[config.mk]
export PLATFORM = sky130hd
export DESIGN_NAME = mult_share_sched
export DESIGN_NICKNAME = d
export VERILOG_FILES = /design/src/rtl/mult_share_sched_pkg.sv /design/src/rtl/mult_share_sched_rr_arbiter.sv /design/src/rtl/mult_share_sched.sv
export SDC_FILE = /design/constraint.sdc
export NUM_CORES = 1
export LEC_CHECK = 0
export ABC_AREA = 0
export CAP_MARGIN = 20
export CORE_UTILIZATION = 35
export CTS_CLUSTER_DIAMETER = 80
export DETAILED_ROUTE_END_ITERATION = 8
export DONT_BUFFER_PORTS = 1
export PLACE_DENSITY_LB_ADDON = 0.08
export SYNTH_ARGS = -nofsm -noshare
export SYNTH_HDL_FRONTEND = slang
export SYNTH_HIERARCHICAL = 1
export SYNTH_SLANG_ARGS = --single-unit
[constraint.sdc]
create_clock -name clk -period 3.36 [get_ports clk]
set_input_delay 0.672 -clock clk [delete_from_list [all_inputs] [get_ports clk]]
set_output_delay 0.672 -clock clk [all_outputs]
set_load 0.01 [all_outputs]
[src/rtl/mult_share_sched_pkg.sv]
// Shared types and defaults for the shared-multiplier scheduler.
// Build option MULT_SHARE_SCHED_EARLY_EXIT_EN is consumed by mult_share_sched.
package mult_share_pkg;

    localparam int NREQ_DEF = 4;
    localparam int W_DEF    = 8;

    typedef enum logic [1:0] {IDLE, CALC, DONE} state_t;

    // Requester index width, never narrower than one bit.
    function automatic int id_w(input int nreq);
        return (nreq > 2) ? $clog2(nreq) : 1;
    endfunction

endpackage

[src/rtl/mult_share_sched_rr_arbiter.sv]
// Combinational round-robin arbiter: first asserted request at or above ptr, wrapping.
module rr_arbiter
    import mult_share_pkg::*;
#(
    parameter  int N  = NREQ_DEF,
    localparam int IW = id_w(N)
) (
    input  logic [N-1:0]  req,
    input  logic [IW-1:0] ptr,
    output logic [N-1:0]  grant_oh,
    output logic [IW-1:0] grant_idx
);

    int unsigned   pos;
    logic [IW-1:0] idx;
    logic          found;

    always_comb begin
        grant_oh  = '0;
        grant_idx = '0;
        found     = 1'b0;
        pos       = 0;
        idx       = '0;
        for (int unsigned i = 0; i < N; i++) begin
            pos = (i + 32'(ptr)) % 32'(N);
            idx = IW'(pos);
            if (!found && req[idx]) begin
                found         = 1'b1;
                grant_oh[idx] = 1'b1;
                grant_idx     = idx;
            end
        end
    end

endmodule

[src/rtl/mult_share_sched.sv]
// Round-robin scheduler sharing one iterative shift-add multiplier among NREQ requesters.
// Define MULT_SHARE_SCHED_EARLY_EXIT_EN to leave CALC as soon as the remaining multiplier bits are zero.
module mult_share_sched
    import mult_share_pkg::*;
#(
    parameter  int NREQ = NREQ_DEF,
    parameter  int W    = W_DEF,
    localparam int ID_W = id_w(NREQ)
) (
    input  logic                   clk,
    input  logic                   rst,
    input  logic [NREQ-1:0]        req_valid,
    input  logic [NREQ-1:0][W-1:0] req_a,
    input  logic [NREQ-1:0][W-1:0] req_b,
    output logic [NREQ-1:0]        req_ready,
    output logic                   rsp_valid,
    output logic [ID_W-1:0]        rsp_id,
    output logic [2*W-1:0]         rsp_prod,
    input  logic                   rsp_ready,
    output logic                   busy
);

    localparam int CNT_W = (W > 1) ? $clog2(W) : 1;

    state_t          state;
    logic [ID_W-1:0] rr_ptr;
    logic [ID_W-1:0] id;
    logic [2*W-1:0]  acc;
    logic [2*W-1:0]  a_sh;
    logic [W-1:0]    b_sh;
    logic [CNT_W-1:0] cnt;

    logic [NREQ-1:0] grant_oh;
    logic [ID_W-1:0] grant_idx;
    logic            last_iter;

    rr_arbiter #(.N(NREQ)) u_arb (
        .req       (req_valid),
        .ptr       (rr_ptr),
        .grant_oh  (grant_oh),
        .grant_idx (grant_idx)
    );

`ifdef MULT_SHARE_SCHED_EARLY_EXIT_EN
    // Once the shifted multiplier is empty no further additions can occur.
    assign last_iter = (cnt == CNT_W'(W-1)) || ((b_sh >> 1) == '0);
`else
    assign last_iter = (cnt == CNT_W'(W-1));
`endif

    assign req_ready = (state == IDLE) ? grant_oh : '0;
    assign rsp_valid = (state == DONE);
    assign rsp_prod  = (state == DONE) ? acc : '0;
    assign rsp_id    = (state == DONE) ? id  : '0;
    assign busy      = (state != IDLE);

    always_ff @(posedge clk or posedge rst) begin
        if (rst) begin
            state  <= IDLE;
            rr_ptr <= '0;
            id     <= '0;
            acc    <= '0;
            a_sh   <= '0;
            b_sh   <= '0;
            cnt    <= '0;
        end else begin
            case (state)
                IDLE: begin
                    if (|req_valid) begin
                        a_sh  <= {{W{1'b0}}, req_a[grant_idx]};
                        b_sh  <= req_b[grant_idx];
                        acc   <= '0;
                        cnt   <= '0;
                        id    <= grant_idx;
                        state <= CALC;
                    end
                end
                CALC: begin
                    if (b_sh[0]) acc <= acc + a_sh;
                    a_sh <= a_sh << 1;
                    b_sh <= b_sh >> 1;
                    cnt  <= cnt + CNT_W'(1);
                    if (last_iter) state <= DONE;
                end
                DONE: begin
                    if (rsp_ready) begin
                        rr_ptr <= (id == ID_W'(NREQ-1)) ? '0 : id + ID_W'(1);
                        state  <= IDLE;
                    end
                end
                default: state <= IDLE;
            endcase
        end
    end

endmodule

---- Yosys cells after proc, flatten, opt, wreduce, memory -nomap -nowiden ----
Cells that the tools add are included.
operators by class
  multipliers ............................. 0
  muxes and demuxes ....................... 48
  $add $sub $neg .......................... 6
  shifts and indexed selects .............. 0
  bitwise gates (word level) .............. 3
  divide/modulo/power cells ............... 0
  equal/unequal tests ..................... 8
  reductions and logical operators ........ 19
  $lt $le $gt $ge ......................... 9
operators by type and width
  operator               number
  $mux W16               4
  $pmux W16 S2           2
  $bmux W8 S2            2
  $mux W8                3
  $mux W4                5
  $mux W2                9
  $add A16 B16 Y16       1
  $pmux W8 S2            1
  $lt A2 B3 Y1 const B   5
  $or A4 B4 Y4           3
  $mux W1                11
  $bmux W1 S2            4
  $demux W1 S2           4
  $ge A2 B1 Y1 const B   4
  $logic_and A1 B1 Y1    7
  $pmux W2 S3            1
  $pmux W3 S2            1
  $reduce_and A2 Y1      3
  $reduce_and A3 Y1      2
  $add A2 B2 Y2 const A  2
  $eq A2 B2 Y1 const B   2
  $ne A2 B1 Y1 const B   2
  $ne A2 B2 Y1 const B   2
  $reduce_bool A2 Y1     2
  other kinds (9)        11
word-level totals
  output and inout bits ................... 24
  bits in writable memories ............... 0
  ROM bits ................................ 0
  logic and storage cells ................. 100
  input bits .............................. 71
  register bits after elaboration ......... 49
  memories ................................ 0
  latch bits .............................. 0

---- Longest topological paths before layout ----
Gate-level depths: netlist (run 1).
  depth after elaboration ................. 16
  gate-level depth with buffers ........... 13
  depth with buffers taken out ............ 9

---- By module ----
The synthesis (run 1) kept the hierarchy.
modules (own cells, without submodules)
  module            cells an instance  area an instance (um^2)  instances
  mult_share_sched  332                3,149.3                  1
  rr_arbiter        65                 489.2                    1

---- Worst setup path after synthesis (run 1) ----
OpenSTA, ideal clock, no wires.
  path type ............................... register to register
  from .................................... reg rr_ptr[0]
  to ...................................... reg a_sh[7]
  stages on the path, launching flop included .. 13
  buffers on the path ..................... 4
  path slack .............................. -0.094 ns
  setup time .............................. 0.121 ns
  arrival time ............................ 3.333 ns
  clock period less this slack ............ 3.454 ns
  cell sequence ........................... dfrtp_1 buf_6 buf_2 inv_1 ha_1 o21ai_0 o31ai_1 o31a_1 clkbuf_1 buf_2 mux4_2 a22oi_1 nand2_1
between the ends
  cells in the longest elaborated chain, start to end .. 16
ends and longest elaborated chain
  item                                                    line                               source
  start: declaration                                      mult_share_sched.sv:26             logic [ID_W-1:0] rr_ptr;
  start signal: assignment                                mult_share_sched.sv:87             rr_ptr <= (id == ID_W'(NREQ-1)) ? '0 : id + ID_W'(1);
  branches (longest 11 deep; another with $add A1 B2 Y2)  n/a
  $mux W2 (*)                                             mult_share_sched_rr_arbiter.sv:27  if (!found && req[idx]) begin
  via grant_idx[0]                                        mult_share_sched.sv:34             logic [ID_W-1:0] grant_idx;
  $bmux W8 S2 (*)                                         mult_share_sched.sv:70             a_sh <= {{W{1'b0}}, req_a[grant_idx]};
  $mux W8 (implied by the code) (*)                       mult_share_sched.sv:70
  $mux W16 (*)                                            mult_share_sched.sv:69             if (|req_valid) begin
  $pmux W16 S2 (*)                                        mult_share_sched.sv:67             case (state)
  end signal: assignment                                  mult_share_sched.sv:70
  end signal: assignment                                  mult_share_sched.sv:80             a_sh <= a_sh << 1;
  end: declaration                                        mult_share_sched.sv:29             logic [2*W-1:0] a_sh;
Mark *: on every way through the listed nets, which the timed path passes. The select of a mux whose other input is x is not followed.
A chain may end at the register's enable or synchronous reset.

---- Worst setup path after layout (run 1) ----
  from .................................... reg rr_ptr[0]
  to ...................................... out req_ready[1]
between the ends
  cells in the longest elaborated chain, start to end .. 13
ends and longest elaborated chain
  item                                                   line                               source
  branches (longest 11 deep; another with $lt A2 B3 Y1)  n/a
  $mux W4 (*)                                            mult_share_sched_rr_arbiter.sv:27
  via grant_oh[1]                                        mult_share_sched.sv:33             logic [NREQ-1:0] grant_oh;
  $mux W4 (*)                                            mult_share_sched.sv:51             assign req_ready = (state == IDLE) ? grant_oh : '0;
  end: declaration                                       mult_share_sched.sv:15             output logic [NREQ-1:0] req_ready,
Marks and branches as above.

==> results of run 1 <==
## how the worst max path moves through the flow
| stage | startpoint | end | slack (ps) | depth (start not counted) |
|---|---|---|---|---|
| CTS | rr_ptr[0] | req_ready[1] | 380 | 7 |
| finish | rr_ptr[0] | req_ready[1] | 380 | 7 |
| global route | rr_ptr[0] | a_sh[2] | 190 | 11 |
| global placement | rr_ptr[0] | a_sh[2] | 610 | 11 |
| detailed placement | rr_ptr[0] | a_sh[2] | 540 | 11 |
| floorplan | rr_ptr[0] | a_sh[7] | 110 | 12 |
## metrics by stage
stage | hold WS [ps] | std cells | worst slack, ps
6_report | 368 | 525 | 378
2_1_floorplan | 438 | 397 | 108
3_3_place_gp | 466 | 518 | 610
3_5_place_dp | 454 | 518 | 545
5_1_grt | 428 | 525 | 192
4_1_cts | 397 | 525 | 378
## routing by layer
metal / global-route usage, % / part of all wire [%] / vias to the layer above
met1: 23.3 / 48 / 1394
li1: - / - / 1415
met4: 3.16 / 0.67 / 0
met5: 0 / 0 / -
met3: 3.20 / 5.8 / 4
met2: 26.9 / 45 / 97
## flip-flops by register name, indices dropped and copies added, names as in the netlist
name	flops
b_sh	8
a_sh	16
cnt	3
state	2
acc	16
rr_ptr	2
id	2
## cells in the mapped netlist (2+ instances only)
cell type,count,area (sq um)
o21ai_0,30,150
nand2_1,84,315
inv_1,12,45.0
o21a_1,3,22.5
a211oi_1,2,15.0
and3b_1,2,17.5
mux2i_1,2,20.0
clkbuf_2,3,15.0
buf_2,4,20.0
dfrtp_1,49,1230
nor3b_1,2,15.0
a22o_1,2,17.5
nand3_1,19,95.1
a21oi_1,12,60.1
o21bai_1,2,15.0
nand2b_1,6,37.5
and2_1,24,150
a22oi_1,14,105
nor2_1,11,41.3
clkbuf_1,16,60.1
a31oi_1,3,18.8
o31ai_1,4,30.0
xor2_1,5,43.8
ha_1,23,288
xnor2_1,5,43.8
o2111ai_1,2,17.5
a221o_2,4,45.0
nor2b_1,4,25.0
o211ai_1,3,22.5
mux4_2,19,428
a21o_1,5,37.5
## power breakdown
part           leakage [nW]  switching, mW  internal, mW
registers             0.618          0.231         0.862
logic                  1.07           1.37          1.12
clock network        0.0546          0.211         0.221
## area by class of cell
type                            count  area share [%]
Clock buffer                        5            1.76
Inverter                           12            1.15
Timing Repair Buffer               12            2.31
Multi-Input combinational cell    312            58.1
Tap cell                          133            4.26
Clock inverter                      2           0.993
Sequential cell                    49            31.4
## logic make-up (layout without fill, tap and decap cells)
family / Yosys count / after routing / synth area share (%)
compound gates: 94 / 94 / 17.2
simple gates: 162 / 162 / 21.4
xor+xnor: 10 / 10 / 2.41
buf+inv: 36 / 31 / 4.16
mux: 22 / 22 / 12.6
fa+ha+maj: 24 / 24 / 8.46
flops: 49 / 49 / 33.7
==> run metrics, run 1 <==
status=completed; initial antenna violation count=0; area grow syn2layout=7.32%; DR iter-0 viols=around 90; worst-case vdd ir drop=0.353 mV; Ys Warns=6; CTS root buf=clkbuf_8; Async SR Flop Fraction=100%; Reg clk slew, reported paths=100 ps; area of the core=between 9000 and 10000 sq um; Tot Pwr=approximately 4 mW; clock latency at the later pin of the worst-skew pair=~300 ps; Rows=36; multi-input logic area=2270 sq um; Core Util, Final=39.4%; Data arrival, critical path=approximately 2300 ps; Tmin final=slightly below 3000 ps; PostCTS Resize Cnt=0; Reg2Reg Setup Slack=500 ps; sequential share of the synthesized area=around 34%; max-cap viol count=0; Crit-path slowest cell=ha_1; # diodes=0; Final GP Congestion=0.867; # setup viols final=0; Worst EP required=2690 ps; CTS Hold Bufs=0; num ports=between 90 and 100; Placed Instance Area=approximately 3800 sq um; First-pass DRT Iterations=4; CP Buf/Inv Count=1; Final ANT Viol Nets=0; crit path max fanout=6; # nets final=a little under 500; LEAKAGE=~1.7 nW; Starting Density=between 30% and 40%; crit start category=flop; clk_skew=roughly 6.6 ps; Fillers=roughly 1000; post-route cell area=3910 sq um; vias per inst=5.54; most common cell after layout, fill and taps aside=nand2_1; WL final=8840 microns; CTS Sinks=49; critical-path cell list=inv_1, ha_1, mux4_2, or2_4, nor2b_4, a221o_2, and2_1; Worst-Margin Slew=between 700 and 800 ps; Final Max Tran Viols=0; average instance area after synthesis=9.16 sq um; Die H=around 100 microns; WS Path Type=flop to primary output; FF+latch count, synth=49; Yosys cell types=52; register area=~1200 sq um; Die X=just over 100 microns; Clock Tree Buf Depth=2; first-pass GRT wire length=between 10000 and 15000 microns; Post-Syn Nets=slightly below 500; Top delay family on crit path=simple AND/OR/NAND/NOR gates; CTS H-Tree Depth=2; Main synth FF type=dfrtp_1; unrepaired setup endpoints after global routing=no; post-CTS setup buffer count=0; Total Routing Usage GR=between 15 and 20%; PwrDens=~1000 nW/um^2; routed vias=approximately 2900; Synth Cell Area=roughly 3600 sq um; Overflow after GRT=0; wire per inst=approximately 17 microns; I/O Buffers=0; DRC=0; final worst path period share=about nine tenths; max incr delay on CP=approximately 400 ps; Final Hold Vio Count=0; Detailed Place HPWL=approximately 6700 microns; hold crit path type=input pin to asynchronous set/reset pin; Rel. slew slack=between 40% and 50%; largest net degree at the start of global routing=35; CP endpoint kind=primary output; share of cells above drive strength 1=about an eighth; worst r2r src=rr_ptr[0]; Reg2Reg Depth=11; via count of the first global-routing pass=about 2900; most frequent cells in the layout=84 x nand2_1, 49 x dfrtp_1, 30 x o21ai_0, 24 x and2_1, 23 x ha_1; Die ar.=about 11000 sq um; post-route setup TNS=0 ps; RR Endpoint=a_sh[2]; CTS Buf Count=5; Max Clk Rate=between 0.3 and 0.4 GHz; CTS tree=yes; number of synthesized flops with an enable pin=0; cells after synthesis=a little under 400
Note: power is estimated with default switching activity, not from simulation.
==> inputs of run 2 (changes only) <==
--- a/config.mk
+++ b/config.mk
@@ -6,6 +6,7 @@
 export NUM_CORES = 1
 export LEC_CHECK = 0
 export ABC_AREA = 0
+export ABC_CLOCK_PERIOD_IN_PS = 3360
 export CAP_MARGIN = 20
 export CORE_UTILIZATION = 35
 export CTS_CLUSTER_DIAMETER = 80
==> results of run 2 <==
Final layout, timing and power as in run 1 (identical DEF).
